File: config.mk
export PLATFORM = sky130hd
export DESIGN_NAME = dl_pow_cfg_ctrl_60m
export DESIGN_NICKNAME = d
export VERILOG_FILES = /design/src/rtl/dl_pow_pkg_60m.sv /design/src/rtl/dl_pow_bank_60m.sv /design/src/rtl/dl_pow_cfg_ctrl_60m.sv
export SDC_FILE = /design/constraint.sdc
export NUM_CORES = 1
export LEC_CHECK = 0
export CORE_UTILIZATION = 58
export DETAILED_ROUTE_END_ITERATION = 10
export HOLD_SLACK_MARGIN = 0.1
export PLACE_DENSITY = 0.83
export SLEW_MARGIN = 0
export SYNTH_ARGS = -nofsm -noshare
export SYNTH_HDL_FRONTEND = slang
export SYNTH_SLANG_ARGS = --single-unit
File: constraint.sdc
create_clock -name clk -period 36 [get_ports clk]
set_input_delay 10.8 -clock clk [delete_from_list [all_inputs] [get_ports clk]]
set_output_delay 10.8 -clock clk [all_outputs]
set_load 0.005 [all_outputs]
File: src/rtl/dl_pow_pkg_60m.sv
// Shared definitions for the downlink power coefficient config controller:
// FSM encodings, address map and the unity default coefficient.
package dl_pow_pkg_60m;

    typedef enum logic [1:0] {
        ST_IDLE   = 2'd0,
        ST_ARMED  = 2'd1,
        ST_COMMIT = 2'd2
    } state_e;

    localparam int          MAX_ANT     = 8;
    localparam logic [3:0]  BYPASS_ADDR = 4'd8;
    localparam logic [31:0] DEF_POW     = 32'h7FFF_0000;

    // The unused encoding 3 behaves exactly like IDLE.
    function automatic state_e decode_state(input logic [1:0] raw);
        case (raw)
            2'd1:    return ST_ARMED;
            2'd2:    return ST_COMMIT;
            default: return ST_IDLE;
        endcase
    endfunction

endpackage

File: src/rtl/dl_pow_bank_60m.sv
// XNUM-entry coefficient register bank: single-word write port, whole-bank
// parallel load, and all entries visible in parallel on rd_data.
module dl_pow_bank_60m #(
    parameter int          XNUM    = 8,
    parameter logic [31:0] DEF_POW = 32'h7FFF_0000
) (
    input  logic                 clk,
    input  logic                 asy_rst,
    input  logic                 wr_en,
    input  logic [2:0]           wr_addr,
    input  logic [31:0]          wr_data,
    input  logic                 load_en,
    input  logic [XNUM*32-1:0]   load_data,
    output logic [XNUM*32-1:0]   rd_data
);

    logic [XNUM*32-1:0] mem_q;
    logic [XNUM*32-1:0] mem_d;

    always_comb begin
        mem_d = mem_q;
        if (load_en) begin
            mem_d = load_data;
        end else if (wr_en) begin
            for (int i = 0; i < XNUM; i++) begin
                if (int'(wr_addr) == i) begin
                    mem_d[i*32 +: 32] = wr_data;
                end
            end
        end
    end

    // NOTE: this bank is a handful of flops, not a RAM, so it is reset; the
    // datapath must see unity gain straight out of reset.
    always_ff @(posedge clk or posedge asy_rst) begin
        if (asy_rst) begin
            mem_q <= {XNUM{DEF_POW}};
        end else begin
            mem_q <= mem_d;
        end
    end

    assign rd_data = mem_q;

endmodule

File: src/rtl/dl_pow_cfg_ctrl_60m.sv
// Double-buffered power coefficient config: the cfg port fills a shadow bank,
// which is copied to the active bank on the first frame header after a commit.
module dl_pow_cfg_ctrl_60m #(
    parameter int          XNUM    = 8,
    parameter logic [31:0] DEF_POW = dl_pow_pkg_60m::DEF_POW,
    parameter int          TMO_CYC = 61440
) (
    input  logic        clk,
    input  logic        asy_rst,
    input  logic        i_cfg_wr,
    input  logic [3:0]  i_cfg_addr,
    input  logic [31:0] i_cfg_wdata,
    output logic        o_cfg_ready,
    input  logic        i_commit_req,
    output logic        o_commit_ack,
    input  logic        i_fram_hd,
    output logic [31:0] o_ant0_pow,
    output logic [31:0] o_ant1_pow,
    output logic [31:0] o_ant2_pow,
    output logic [31:0] o_ant3_pow,
    output logic [31:0] o_ant4_pow,
    output logic [31:0] o_ant5_pow,
    output logic [31:0] o_ant6_pow,
    output logic [31:0] o_ant7_pow,
    output logic        o_power_bypass,
    output logic        o_cfg_err,
    output logic [1:0]  o_state
);
    import dl_pow_pkg_60m::*;

    localparam int                CNT_W    = (TMO_CYC > 1) ? $clog2(TMO_CYC) : 1;
    localparam logic [CNT_W-1:0]  CNT_LAST = CNT_W'(TMO_CYC - 1);

    logic [1:0]          state_q, state_d;
    logic                ack_q, ack_d;
    logic                err_q, err_d;
    logic [CNT_W-1:0]    cnt_q, cnt_d;
    logic                shd_byp_q, shd_byp_d;
    logic                act_byp_q, act_byp_d;
    logic                tmo_hit;

    state_e              cur_st;
    logic                is_idle;
    logic                addr_is_ant;
    logic                addr_is_byp;
    logic                shd_wr;
    logic                err_set;
    logic                err_clr;
    logic [XNUM*32-1:0]  shd_flat;
    logic [XNUM*32-1:0]  act_flat;
    logic [31:0]         ant_pow [MAX_ANT];

    assign cur_st      = decode_state(state_q);
    assign is_idle     = (cur_st == ST_IDLE);
    assign addr_is_ant = (int'(i_cfg_addr) < XNUM);
    assign addr_is_byp = (i_cfg_addr == BYPASS_ADDR);
    assign shd_wr      = i_cfg_wr && is_idle && addr_is_ant;

    // NOTE: every variable gets a default at the top of the block, so no
    // path through the case can leave a latch behind.
    always_comb begin
        state_d   = state_q;
        ack_d     = 1'b0;
        cnt_d     = cnt_q;
        shd_byp_d = shd_byp_q;
        act_byp_d = act_byp_q;
        tmo_hit   = 1'b0;
        case (cur_st)
            ST_IDLE: begin
                if (i_cfg_wr && addr_is_byp) shd_byp_d = i_cfg_wdata[0];
                if (i_commit_req) begin
                    state_d = ST_ARMED;
                    cnt_d   = '0;
                end
            end
            ST_ARMED: begin
                // A header in the final cycle still commits.
                if (i_fram_hd) begin
                    state_d = ST_COMMIT;
                    ack_d   = 1'b1;
                end else if (cnt_q == CNT_LAST) begin
                    state_d = ST_IDLE;
                    tmo_hit = 1'b1;
                end else begin
                    cnt_d = cnt_q + 1'b1;
                end
            end
            ST_COMMIT: begin
                state_d   = ST_IDLE;
                act_byp_d = shd_byp_q;
            end
            default: state_d = ST_IDLE;
        endcase

        err_set = (i_cfg_wr && (!is_idle || !(addr_is_ant || addr_is_byp)))
                || (i_commit_req && !is_idle) || tmo_hit;
        err_clr = i_cfg_wr && is_idle && addr_is_byp && i_cfg_wdata[31];
        if (err_set)      err_d = 1'b1;
        else if (err_clr) err_d = 1'b0;
        else              err_d = err_q;
    end

    // NOTE: sequential state uses non-blocking assignments only, so every
    // flop samples the values computed before this edge.
    always_ff @(posedge clk or posedge asy_rst) begin
        if (asy_rst) begin
            state_q   <= ST_IDLE;
            ack_q     <= 1'b0;
            err_q     <= 1'b0;
            cnt_q     <= '0;
            shd_byp_q <= 1'b0;
            act_byp_q <= 1'b0;
        end else begin
            state_q   <= state_d;
            ack_q     <= ack_d;
            err_q     <= err_d;
            cnt_q     <= cnt_d;
            shd_byp_q <= shd_byp_d;
            act_byp_q <= act_byp_d;
        end
    end

    dl_pow_bank_60m #(.XNUM(XNUM), .DEF_POW(DEF_POW)) u_shadow (
        .clk       (clk),
        .asy_rst   (asy_rst),
        .wr_en     (shd_wr),
        .wr_addr   (i_cfg_addr[2:0]),
        .wr_data   (i_cfg_wdata),
        .load_en   (1'b0),
        .load_data ('0),
        .rd_data   (shd_flat)
    );

    dl_pow_bank_60m #(.XNUM(XNUM), .DEF_POW(DEF_POW)) u_active (
        .clk       (clk),
        .asy_rst   (asy_rst),
        .wr_en     (1'b0),
        .wr_addr   (3'd0),
        .wr_data   (32'd0),
        .load_en   (cur_st == ST_COMMIT),
        .load_data (shd_flat),
        .rd_data   (act_flat)
    );

    for (genvar g = 0; g < MAX_ANT; g++) begin : g_ant
        if (g < XNUM) begin : g_live
            assign ant_pow[g] = act_flat[g*32 +: 32];
        end else begin : g_fixed
            assign ant_pow[g] = DEF_POW;
        end
    end

    assign o_ant0_pow     = ant_pow[0];
    assign o_ant1_pow     = ant_pow[1];
    assign o_ant2_pow     = ant_pow[2];
    assign o_ant3_pow     = ant_pow[3];
    assign o_ant4_pow     = ant_pow[4];
    assign o_ant5_pow     = ant_pow[5];
    assign o_ant6_pow     = ant_pow[6];
    assign o_ant7_pow     = ant_pow[7];
    assign o_power_bypass = act_byp_q;
    assign o_cfg_ready    = is_idle;
    assign o_commit_ack   = ack_q;
    assign o_cfg_err      = err_q;
    assign o_state        = state_q;

endmodule

Word level (Yosys, flattened, before mapping)
Index checks and enable logic that the tools add are counted.

storage, ports and cells
  input port bits = 41
  bits in registers = 534

cells by class
  multiplexer cells = 16
  reduce and logical (&&, ||, !) cells = 28
  equality and inequality tests = 17
  magnitude comparators = 1
  $add $sub $neg = 1

operator list
  operator                                        number
  2-to-1 mux 16 bit                               3
  case mux 16 bit (2 select lines)                1
  AND reduction 2 bit                             10
  adder 16 x 1 -> 16 bit (second input constant)  1
  == test 16 bit (second input constant)          1
  == test 3 bit (second input constant)           4
  case mux 2 bit (2 select lines)                 2
  logical AND 1 bit                               7
  2-to-1 mux 1 bit                                7
  == test 3 x 2 -> 1 bit (second input constant)  2
  2-to-1 mux 2 bit                                3
  inequality test 2 bit (second input constant)   3
  == test 2 x 1 -> 1 bit (second input constant)  2
  == test 2 bit (second input constant)           2
  == test 4 bit (second input constant)           1
  logical OR 1 bit                                4
  < comparator 4 bit (second input constant)      1
  AND reduction 4 bit                             1
  nonzero test 2 bit                              2
  == test 3 x 1 -> 1 bit (second input constant)  1
  logical NOT 3 bit                               1
  inequality test 3 bit (second input constant)   1
  logical NOT 1 bit                               2
  logical NOT 2 bit                               1

Depth between registers and ports, before layout
Gate-level depths: netlist of the first run.

  depth in word-level cells = 9
  gate-level depth with buffers = 9
  mapped depth without buffers = 7

Modules after synthesis
From an unflattened synthesis of the first run, not the netlist that was laid out.

second synthesis, totals
  cell total of the unflattened synthesis = 2456
  area total of the unflattened synthesis = 25647.1 um2

modules (own cells, without submodules)
  module               cells each  area an instance (um2)  times used
  dl_pow_bank_60m      1153        12141.6                 2
  dl_pow_cfg_ctrl_60m  150         1363.8                  1

Worst setup path before layout of the first run
No wires, ideal clock.

  path type = input port to flip-flop
  from = input i_cfg_addr[0]
  to = register u_shadow.mem_q[100] (netlist: u_shadow.rd_data[100])
  data arrival time = 12.015 ns
  stages on the path = 5
  setup time = 0.125 ns
  required time = 35.875 ns
  path slack = 23.861 ns
  cell sequence = clkbuf_1 nand2_1 nor4_4 buf_2 mux2_2

on the way
  longest elaborated chain between the ends = 3
  elaborated cells on any way between the ends = 4
  classes of those cells = order compare: 1; eq/ne: 1; reduce/logical: 2

ends and longest elaborated chain
  element                                   RTL line                   RTL
  start: declaration                        dl_pow_cfg_ctrl_60m.sv:11  input logic [3:0] i_cfg_addr,
  < comparator 4 bit                        dl_pow_cfg_ctrl_60m.sv:55  assign addr_is_ant = (int'(i_cfg_addr) < XNUM);
  logical AND 1 bit                         dl_pow_cfg_ctrl_60m.sv:57  assign shd_wr = i_cfg_wr && is_idle && addr_is_ant;
  AND reduction 2 bit (no source line) (*)  n/a
  end signal: assignment                    dl_pow_bank_60m.sv:37      mem_q <= {XNUM{DEF_POW}};
  end signal: assignment                    dl_pow_bank_60m.sv:39      mem_q <= mem_d;
  end: declaration                          dl_pow_bank_60m.sv:17      logic [XNUM*32-1:0] mem_q;

Every way passes the cells marked *; elsewhere a longest branch is shown, timed or not.
A chain may end at the register's enable or synchronous reset.

==> impl_results.md, run 1 <==
* Status: finished, final reports clean
* Tcrit/Tclk final at 36.8%
* Clock sink total at about 530
* WP buf/inv at 4
* Routed WL per cell at 22.2 um
* Vias per std cell at 5.63
* Root Driver: clkbuf_16
* Final Wtd Congestion at 0.837
* Starting Density at 59.3%
* Fillers at 2122
* Met2 usage at 41.0%
* Avg Cell Area, Syn at between 15 and 20 um^2
* WS Path Type: in2async
* Post-synth top area share at a little over a third
* Die span in x at 191 um
* Ys async rst share at 100%
* Max stage delay on crit path at 850 ps
* Max FO, Critical Path at 138
* GRT busiest layer: met2
* Ant diodes at 0
* Residual DRC at 0
* Fin Clk Skew at 14.6 ps
* Layout cells sized above 1 at 54.1%
* Top cells by area, synth: dfrtp_1 36%, dfstp_2 31%, mux2_2 27%, buf_2 1.0%, buf_6 0.60%
* Post-synth EDFFs at 0
* Synth Instances at about 1200
* Pre-CTS setup slack at 22040 ps
* Vias in the first global route at 12277
* Power per cell area at 89.5 nW/um^2
* Final wirelength at 45.2 mm
* Most frequent cells in the layout: 503 x mux2_2, 302 x clkdlybuf4s50_1, 294 x dfrtp_1
* Initial antenna violation count at 0
* DP HPWL at between 20 and 30 mm
* PortBufs at approximately 300
* # hold bufs at CTS at 0
* Most common cell after layout, fill and taps aside: mux2_2
* Core ar. at approximately 35000 um^2
* Ports at approximately 300
* Storage element area at 13700 um^2
* Mapped Nets at 1281
* 1st-pass router iterations at 5
* Max Cap Violations at 0
* Number of CTS-inserted buffers at 52
* Die ar. at 36300 um^2
* Met1 usage at 35.0%
* Clock tree buffer depth at 3
* Met3 GRT Util at 6.88%
* Final WS setup at 22740 ps
* Row count at 68
* Antenna viol nets, final at 0
* Flip-flop and latch count after synthesis at 534
* Setup TNS at 0 ps
* Postcts setup bufs at 0
* WP data required at 36580 ps
* Prevailing post-synth register cell: dfrtp_1
* Worst-Margin Slew at 1320 ps
* Worst hold path type: reg2reg
* GRT Resource Usage Total at 25.8%
* Yosys top cell by area: dfrtp_1
* Crit. End Element: asynchronous set/reset pin
* CTS clock-pin slew for the worst setup and hold paths at 60 ps
* Synth cell types at 49
* Leakage at 0.0109 uW
* Critical Path Slowest Stage Cell: buf_4
* Die Ht at approximately 190 um
* DR iter-0 viols at ~640
* RSZ-0062 raised after global routing: no
* Area of the multi-input gates at 6610 um^2
* Synth Warn # at 0
* Pins Over Slew Limit at 0
* Cts repair resizes at 0
* First-pass GRT wire length at 71.4 mm
* Final Hold Fails at 0
* Top Family by Delay on Critical Path: buffers and inverters
* Fmax achieved at 75.4 MHz
* Syn-to-layout area delta at 24.8%
* Largest net degree at the start of global routing at 193
* CTS tree: built
* H-tree levels at 2
* Seq/Total Area, Yosys at 66.2%
* Worst Setup Start Kind: input pin
* Post-Synthesis Cell Area at slightly above 20000 um^2
* Minimum clock period at about 13000 ps
* VDD IR max at 53.8 uV
* Via Count at 11482
* Crit path cell chain: clkdlybuf4s50_1 -> inv_8 -> buf_4 -> buf_4
* Clk Latency, worst-skew pair at 580 ps
* Worst EP arrival at 13830 ps
* Max-slew headroom at 11.8%
* Final nets at 1586
* Grt ovf at 0
* Cell mode on critical path: buf_4
* Final count of negative-setup-slack endpoints at 0
area by class of cell:
type                       instances  share of cell area [%]
multi-input combinational        637                    25.7
tap                              455                    2.21
clock buffer                      76                    5.95
timing repair buffer             314                    12.1
clock inverter                    21                   0.865
inverter                           3                  0.0729
sequential                       534                    53.1
stage by stage:
stage          util [%]  hold WS, ps  power (uW)  instances  area (um^2)
5_1_grt            74.0          506        2420       2040        25700
2_1_floorplan         -          452        1410       1237        20600
4_1_cts            74.0          499        2320       2040        25700
3_5_place_dp       68.9          484        1760       1943        24000
3_3_place_gp       68.9          464        1720       1943        24000
6_report           74.0          496        2300       2040        25700
cell usage after synthesis (all sizes together), types with 2 or more instances:
cell type	instances
dfstp	240
inv	3
nor4	2
nor3	4
buf	55
a22o	2
nor3b	2
nand2	18
nand3b	2
nor2	13
a31oi	5
ha	3
and4	3
o31ai	4
dfrtp	294
clkbuf	8
o21a	3
mux2i	3
mux2	514
nand4	5
o21ai	9
nand3	14
a21oi	11
nand2b	2
and2	3
kinds of logic after synthesis:
kind of cell	after synthesis	share of synthesized area, %
AND/OR/NAND/NOR	74	2.15
buffers and inverters	66	1.86
adder cells (fa/ha/maj)	3	0.182
flip-flops	534	66.2
multiplexers	517	28.2
XOR/XNOR	1	0.0425
AO/OA/AOI/OAI	42	1.34
worst reg2reg max path: cells and delay by family (launching register included):
family	cells	cell delay, ps
multiplexers	1	880
buffers and inverters	2	800
adder cells (fa/ha/maj)	1	800
flip-flops	1	430
flip-flops by register name, indices dropped and copies added (netlist names):
name / cells
o_commit_ack: 1
o_cfg_err: 1
shd_byp_q: 1
cnt_q: 16
u_active.rd_data: 256
o_power_bypass: 1
u_shadow.rd_data: 256
o_state: 2
path summary, 6_finish.rpt:
| kind | slack [ps] | end | start | cells past startpoint |
|---|---|---|---|---|
| max | 22740 | u_shadow.rd_data[194]$_DFFE_PP0P_ | asy_rst | 4 |
| min | 500 | u_shadow.rd_data[160]$_DFFE_PP0P_ | u_shadow.rd_data[160]$_DFFE_PP0P_ | 1 |
| max reg2reg | 32990 | u_active.rd_data[134]$_DFFE_PP0N_ | o_state[0]$_DFFE_PP0P_ | 4 |
| min reg2reg | 500 | u_shadow.rd_data[160]$_DFFE_PP0P_ | u_shadow.rd_data[160]$_DFFE_PP0P_ | 1 |
| max in group clk | 23240 | u_shadow.rd_data[75]$_DFFE_PP0P_ | i_cfg_addr[3] | 5 |
| min in group asynchronous | 10810 | u_active.rd_data[79]$_DFFE_PP0N_ | asy_rst | 2 |
power by group:
group,switching (uW),internal [uW],total (uW)
Combinational,236,442,678
Clock,227,319,545
Sequential,138,942,1080
layer usage:
layer / wire [um] / up-vias
met5: 0 / -
met4: 1220 / 0
met3: 2860 / 82
met2: 21900 / 309
met1: 19200 / 6056
li1: - / 5035
Note: power is estimated with default switching activity, not from simulation.
==> run 2: changes to the inputs <==
CORE_UTILIZATION = 54   (was 58)
PLACE_DENSITY = 0.78   (was 0.83)
clock period = 13.02 ns   (was 36 ns; I/O delays follow)
==> impl_results.md, run 2 (synthesis gave the netlist of run 1 again) <==
* WP data required at 13570 ps
* GRT Resource Usage Total at 24.0%
* Vias per std cell at 5.42
* Die Ht at ~200 um
* Final Wtd Congestion at 0.784
* Final Hold Fails at 0
* Core ar. at roughly 38000 um^2
* Area of the multi-input gates at 6610 um^2
* Antenna viol nets, final at 0
* Routed WL per cell at 21.6 um
* Max Cap Violations at 0
* Root Driver: clkbuf_16
* # hold bufs at CTS at 0
* Final wirelength at around 45 mm
* Minimum clock period at 6080 ps
* Starting Density at 54.8%
* Worst R2R End: u_active.rd_data[130]$_DFFE_PP0N_
* Residual DRC at 0
* Final nets at between 1500 and 2000
* Status: finished, final reports clean
* Leakage at 0.0109 uW
* Setup TNS at 0 ps
* Worst Min Path Start: u_shadow.rd_data[96]$_DFFE_PP0P_
* Most frequent cells in the layout: 503 x mux2_2, 302 x clkdlybuf4s50_1, 294 x dfrtp_1
* Fmax achieved at around 160 MHz
* Via Count at approximately 11000
* H-tree levels at 2
* CTS clock-pin slew for the worst setup and hold paths at 70 ps
* Layout cells sized above 1 at 54.2%
* Largest net degree at the start of global routing at approximately 200
* Design area at 25800 um^2
* Worst r2r src: o_state[0]$_DFFE_PP0P_
* Hold depth at 1
* WHS at 486 ps
* Final count of negative-setup-slack endpoints at 0
* Placed inst area at approximately 24000 um^2
* PortBufs at 302
* Postcts setup bufs at 0
* Worst hold path type: reg2reg
* Initial antenna violation count at 0
* Syn-to-layout area delta at 24.8%
* Worst EP arrival at about 6600 ps
* CTS tree: built
* Row count at 71
* Pre-CTS setup slack at approximately 6200 ps
* Worst-Margin Slew at 1260 ps
* Vias in the first global route at 12073
* Crit. End Element: asynchronous set/reset pin
* Ant diodes at 0
* R2R depth at 5
* Number of CTS-inserted buffers at 53
* Storage element area at 13700 um^2
* Worst Setup Start Kind: input pin
* VDD IR max at 182 uV
* Fillers at 2617
* Die ar. at 39000 um^2
* DR iter-0 viols at between 500 and 600
* Tcrit/Tclk final at 46.7%
* Clk Latency, worst-skew pair at between 500 and 600 ps
* Power per cell area at 245 nW/um^2
* Final WS setup at 6940 ps
* Max FO, Critical Path at 200
* RSZ-0062 raised after global routing: no
* Pins Over Slew Limit at 0
* Cts repair resizes at 0
* WS Path Type: in2async
* Ports at 303
* DP HPWL at around 29 mm
* 1st-pass router iterations at 4
* Die span in x at 197 um
* Grt ovf at 0
* Destination of the worst hold path: u_active.rd_data[96]$_DFFE_PP0N_
* First-pass GRT wire length at 71.0 mm
* Clock tree buffer depth at 3
* Worst R2R Setup Slack at 9280 ps
* Most common cell after layout, fill and taps aside: mux2_2
* Fin Clk Skew at 19.4 ps
* Max-slew headroom at 15.8%
* Clock sink total at 534
==> run 2: cell count changes in the layout (fill, tap and decap cells not counted) <==
cell / before / now
buf_4: 11 / 12
bufinv_16: 3 / 1
clkbuf_1: 11 / 10
clkbuf_16: 53 / 55
clkbuf_8: 12 / 8
clkinv_1: 1 / 0
clkinv_2: 12 / 14
clkinv_4: 0 / 1
clkinvlp_4: 1 / 3
inv_16: 1 / 0
inv_6: 1 / 2
inv_8: 1 / 0
==> run 2: worst max-delay path by stage <==
stage | startpoint | to | slack, ps | cells past startpoint
floorplan | asy_rst | cnt_q[0]$_DFFE_PP0P_ | 2050 | 1
global placement | asy_rst | u_active.rd_data[223]$_DFFE_PP0N_ | 6300 | 4
detailed placement | asy_rst | u_active.rd_data[192]$_DFFE_PP0N_ | 6220 | 4
CTS | asy_rst | u_shadow.rd_data[31]$_DFFE_PP0P_ | 6890 | 4
global route | asy_rst | u_active.rd_data[63]$_DFFE_PP0N_ | 6470 | 4
finish | asy_rst | u_active.rd_data[63]$_DFFE_PP0N_ | 6940 | 4
==> run 2: per-layer routing <==
| metal | vias to the layer above | part of all wire [%] | global-route usage (%) |
|---|---|---|---|
| li1 | 5037 | - | - |
| met2 | 267 | 48 | 38.6 |
| met3 | 74 | 6.3 | 6.64 |
| met5 | - | 0 | 0 |
| met1 | 5984 | 43 | 32.0 |
| met4 | 0 | 2.6 | 6.83 |
==> run 2: worst max-delay path, stage by stage <==
cell and delay, ps:
clkdlybuf4s50_1 440, clkinvlp_4 400, buf_12 700, buf_4 930
==> run 2: report_power, final <==
group | switching (uW) | internal (uW)
logic | 645 | 1220
clock network | 629 | 840
registers | 383 | 2610
total | 1660 | 4660
==> run 2: area by class of cell <==
class	count	area share, %
timing repair buffer	315	12.2
clock inverter	22	0.675
sequential	534	53.1
clock buffer	73	5.92
inverter	3	0.0583
tap	511	2.48
multi-input combinational	637	25.7
==> run 2: stage by stage <==
stage                     util, %  total power (uW)  instances
final                        68.4              6320       2095
after CTS                    68.4              6380       2095
after global placement       63.9              4780       2000
after floorplan                 -              3890       1237
after global routing         68.4              6640       2095
after detailed placement     63.9              4880       2000
==> run 3: changes to the inputs <==
clock period = 6.3 ns   (was 13.02 ns; I/O delays follow)
==> impl_results.md, run 3 (synthesis gave the netlist of run 1 again) <==
* Status: finished, final reports clean
* Leakage at approximately 0.011 uW
* Worst Min Path Start: u_shadow.rd_data[160]$_DFFE_PP0P_
* DR iter-0 viols at 467
* CTS tree: built
* Final wirelength at between 40 and 50 mm
* Vias in the first global route at 12348
* Minimum clock period at ~3800 ps
* Residual DRC at 0
* # hold bufs at CTS at 0
* Ant diodes at 0
* Syn-to-layout area delta at 26.0%
* Layout cells sized above 1 at around 54%
* Critical Path Slowest Stage Cell: clkdlybuf4s50_1
* WP data required at 4410 ps
* Vias per std cell at 5.46
* GRT Resource Usage Total at 24.2%
* Final nets at ~1600
* Clk Latency, worst-skew pair at 600 ps
* Crit. path cell count at 3
* Grt ovf at 0
* VDD IR max at 350 uV
* Row count at 71
* RSZ-0062 raised after global routing: no
* Max stage delay on crit path at approximately 500 ps
* Crit. End Element: output port
* CTS clock-pin slew for the worst setup and hold paths at 60 ps
* Fillers at 2589
* Placed Cells at 2004
* PortBufs at between 300 and 400
* Largest net degree at the start of global routing at about 140
* Die span in x at 197 um
* Antenna viol nets, final at 0
* Die Ht at between 150 and 200 um
* Fin Clk Skew at 13.4 ps
* Worst r2r src: o_state[0]$_DFFE_PP0P_
* Crit path cell chain: inv_1 -> ha_4 -> clkdlybuf4s50_1
* Worst Setup Start Kind: flop
* Final count of negative-setup-slack endpoints at 0
* Most frequent cells in the layout: 503 x mux2_2, 302 x clkdlybuf4s50_1, 294 x dfrtp_1
* WS Path Type: reg2out
* Worst R2R End: u_active.rd_data[239]$_DFFE_PP0N_
* Clock tree buffer depth at 3
* Max FO, Critical Path at 6
* Number of CTS-inserted buffers at 53
* Top Family by Delay on Critical Path: buffers and inverters
* Hold depth at 1
* WP buf/inv at 2
* Final Hold Fails at 0
* Post-route insts no fill at between 2000 and 2500
* Starting Density at between 50% and 60%
* Via Count at ~11000
* Worst EP arrival at approximately 1900 ps
* Max-slew headroom at 21.4%
* Final Util at 69.0%
* 1st-pass router iterations at 4
* Power per cell area at just over 500 nW/um^2
* Tcrit/Tclk final at 59.7%
* Worst hold path type: reg2reg
* Clock sink total at 534
* Worst-Margin Slew at 1180 ps
* Routed WL per cell at 21.7 um
* R2R depth at 4
* Worst R2R Setup Slack at 3540 ps
* Initial antenna violation count at 1
* Max Cap Violations at 0
* Postcts setup bufs at 0
* Ports at 303
* Final Wtd Congestion at 0.813
* Pins Over Slew Limit at 0
* Die ar. at roughly 40000 um^2
* Destination of the worst hold path: u_shadow.rd_data[160]$_DFFE_PP0P_
* Fmax achieved at 266 MHz
* H-tree levels at 2
* DP HPWL at about 29 mm
* First-pass GRT wire length at 71.8 mm
* Cts repair resizes at 0
* Root Driver: clkbuf_16
* Core ar. at approximately 38000 um^2
* Most common cell after layout, fill and taps aside: mux2_2
run 3: worst register-to-register path, delay by kind of cell, from the launching register on:
family | cells | cell delay [ps]
buf+inv | 2 | 950
fa+ha+maj | 1 | 820
mux | 1 | 460
flops | 1 | 410
run 3: layer usage:
metal / vias up / routed length [um] / global-route usage, %
met5: - / 11 / 0
met4: 2 / 1240 / 7.38
met3: 87 / 2840 / 6.42
met2: 285 / 22100 / 38.8
met1: 6064 / 19500 / 32.2
li1: 5043 / - / -
run 3: worst max path at each step:
stage                                         to  slack (ps)              startpoint
6_report                             o_cfg_ready        2540  o_state[0]$_DFFE_PP0P_
5_1_grt                              o_cfg_ready        2470  o_state[0]$_DFFE_PP0P_
4_1_cts                              o_cfg_ready        2500  o_state[0]$_DFFE_PP0P_
3_5_place_dp   u_shadow.rd_data[228]$_DFFE_PP0P_        1940                i_cfg_wr
3_3_place_gp   u_shadow.rd_data[239]$_DFFE_PP0P_        1980                i_cfg_wr
2_1_floorplan               cnt_q[0]$_DFFE_PP0P_       -2650                 asy_rst
run 3: report_power, final:
part           internal [uW]  switching, uW  total (uW)
Sequential              5390            797        6180
Clock                   1950           1300        3250
Combinational           2520           1330        3860
run 3: final cells by class:
class / instances / area (um^2) / share of cell area (%)
Sequential cell: 534 / 13700 / 52.5
Clock buffer: 92 / 1740 / 6.67
Clock inverter: 8 / 118 / 0.452
Inverter: 3 / 15.0 / 0.0577
Tap cell: 511 / 639 / 2.46
Timing Repair Buffer: 319 / 3230 / 12.4
Multi-Input combinational cell: 637 / 6610 / 25.4
run 3: metrics by stage:
stage | worst slack [ps] | setup TNS, ps | cell area, um^2 | hold slack, ps | total power [uW]
detailed placement | 1940 | 0 | 24100 | 478 | 10100
finish | 2540 | 0 | 26000 | 490 | 13300
floorplan | -2650 | -943170 | 20600 | 452 | 8040
global placement | 1980 | 0 | 24100 | 463 | 9880
global route | 2470 | 0 | 26000 | 514 | 14000
CTS | 2500 | 0 | 26000 | 494 | 13400
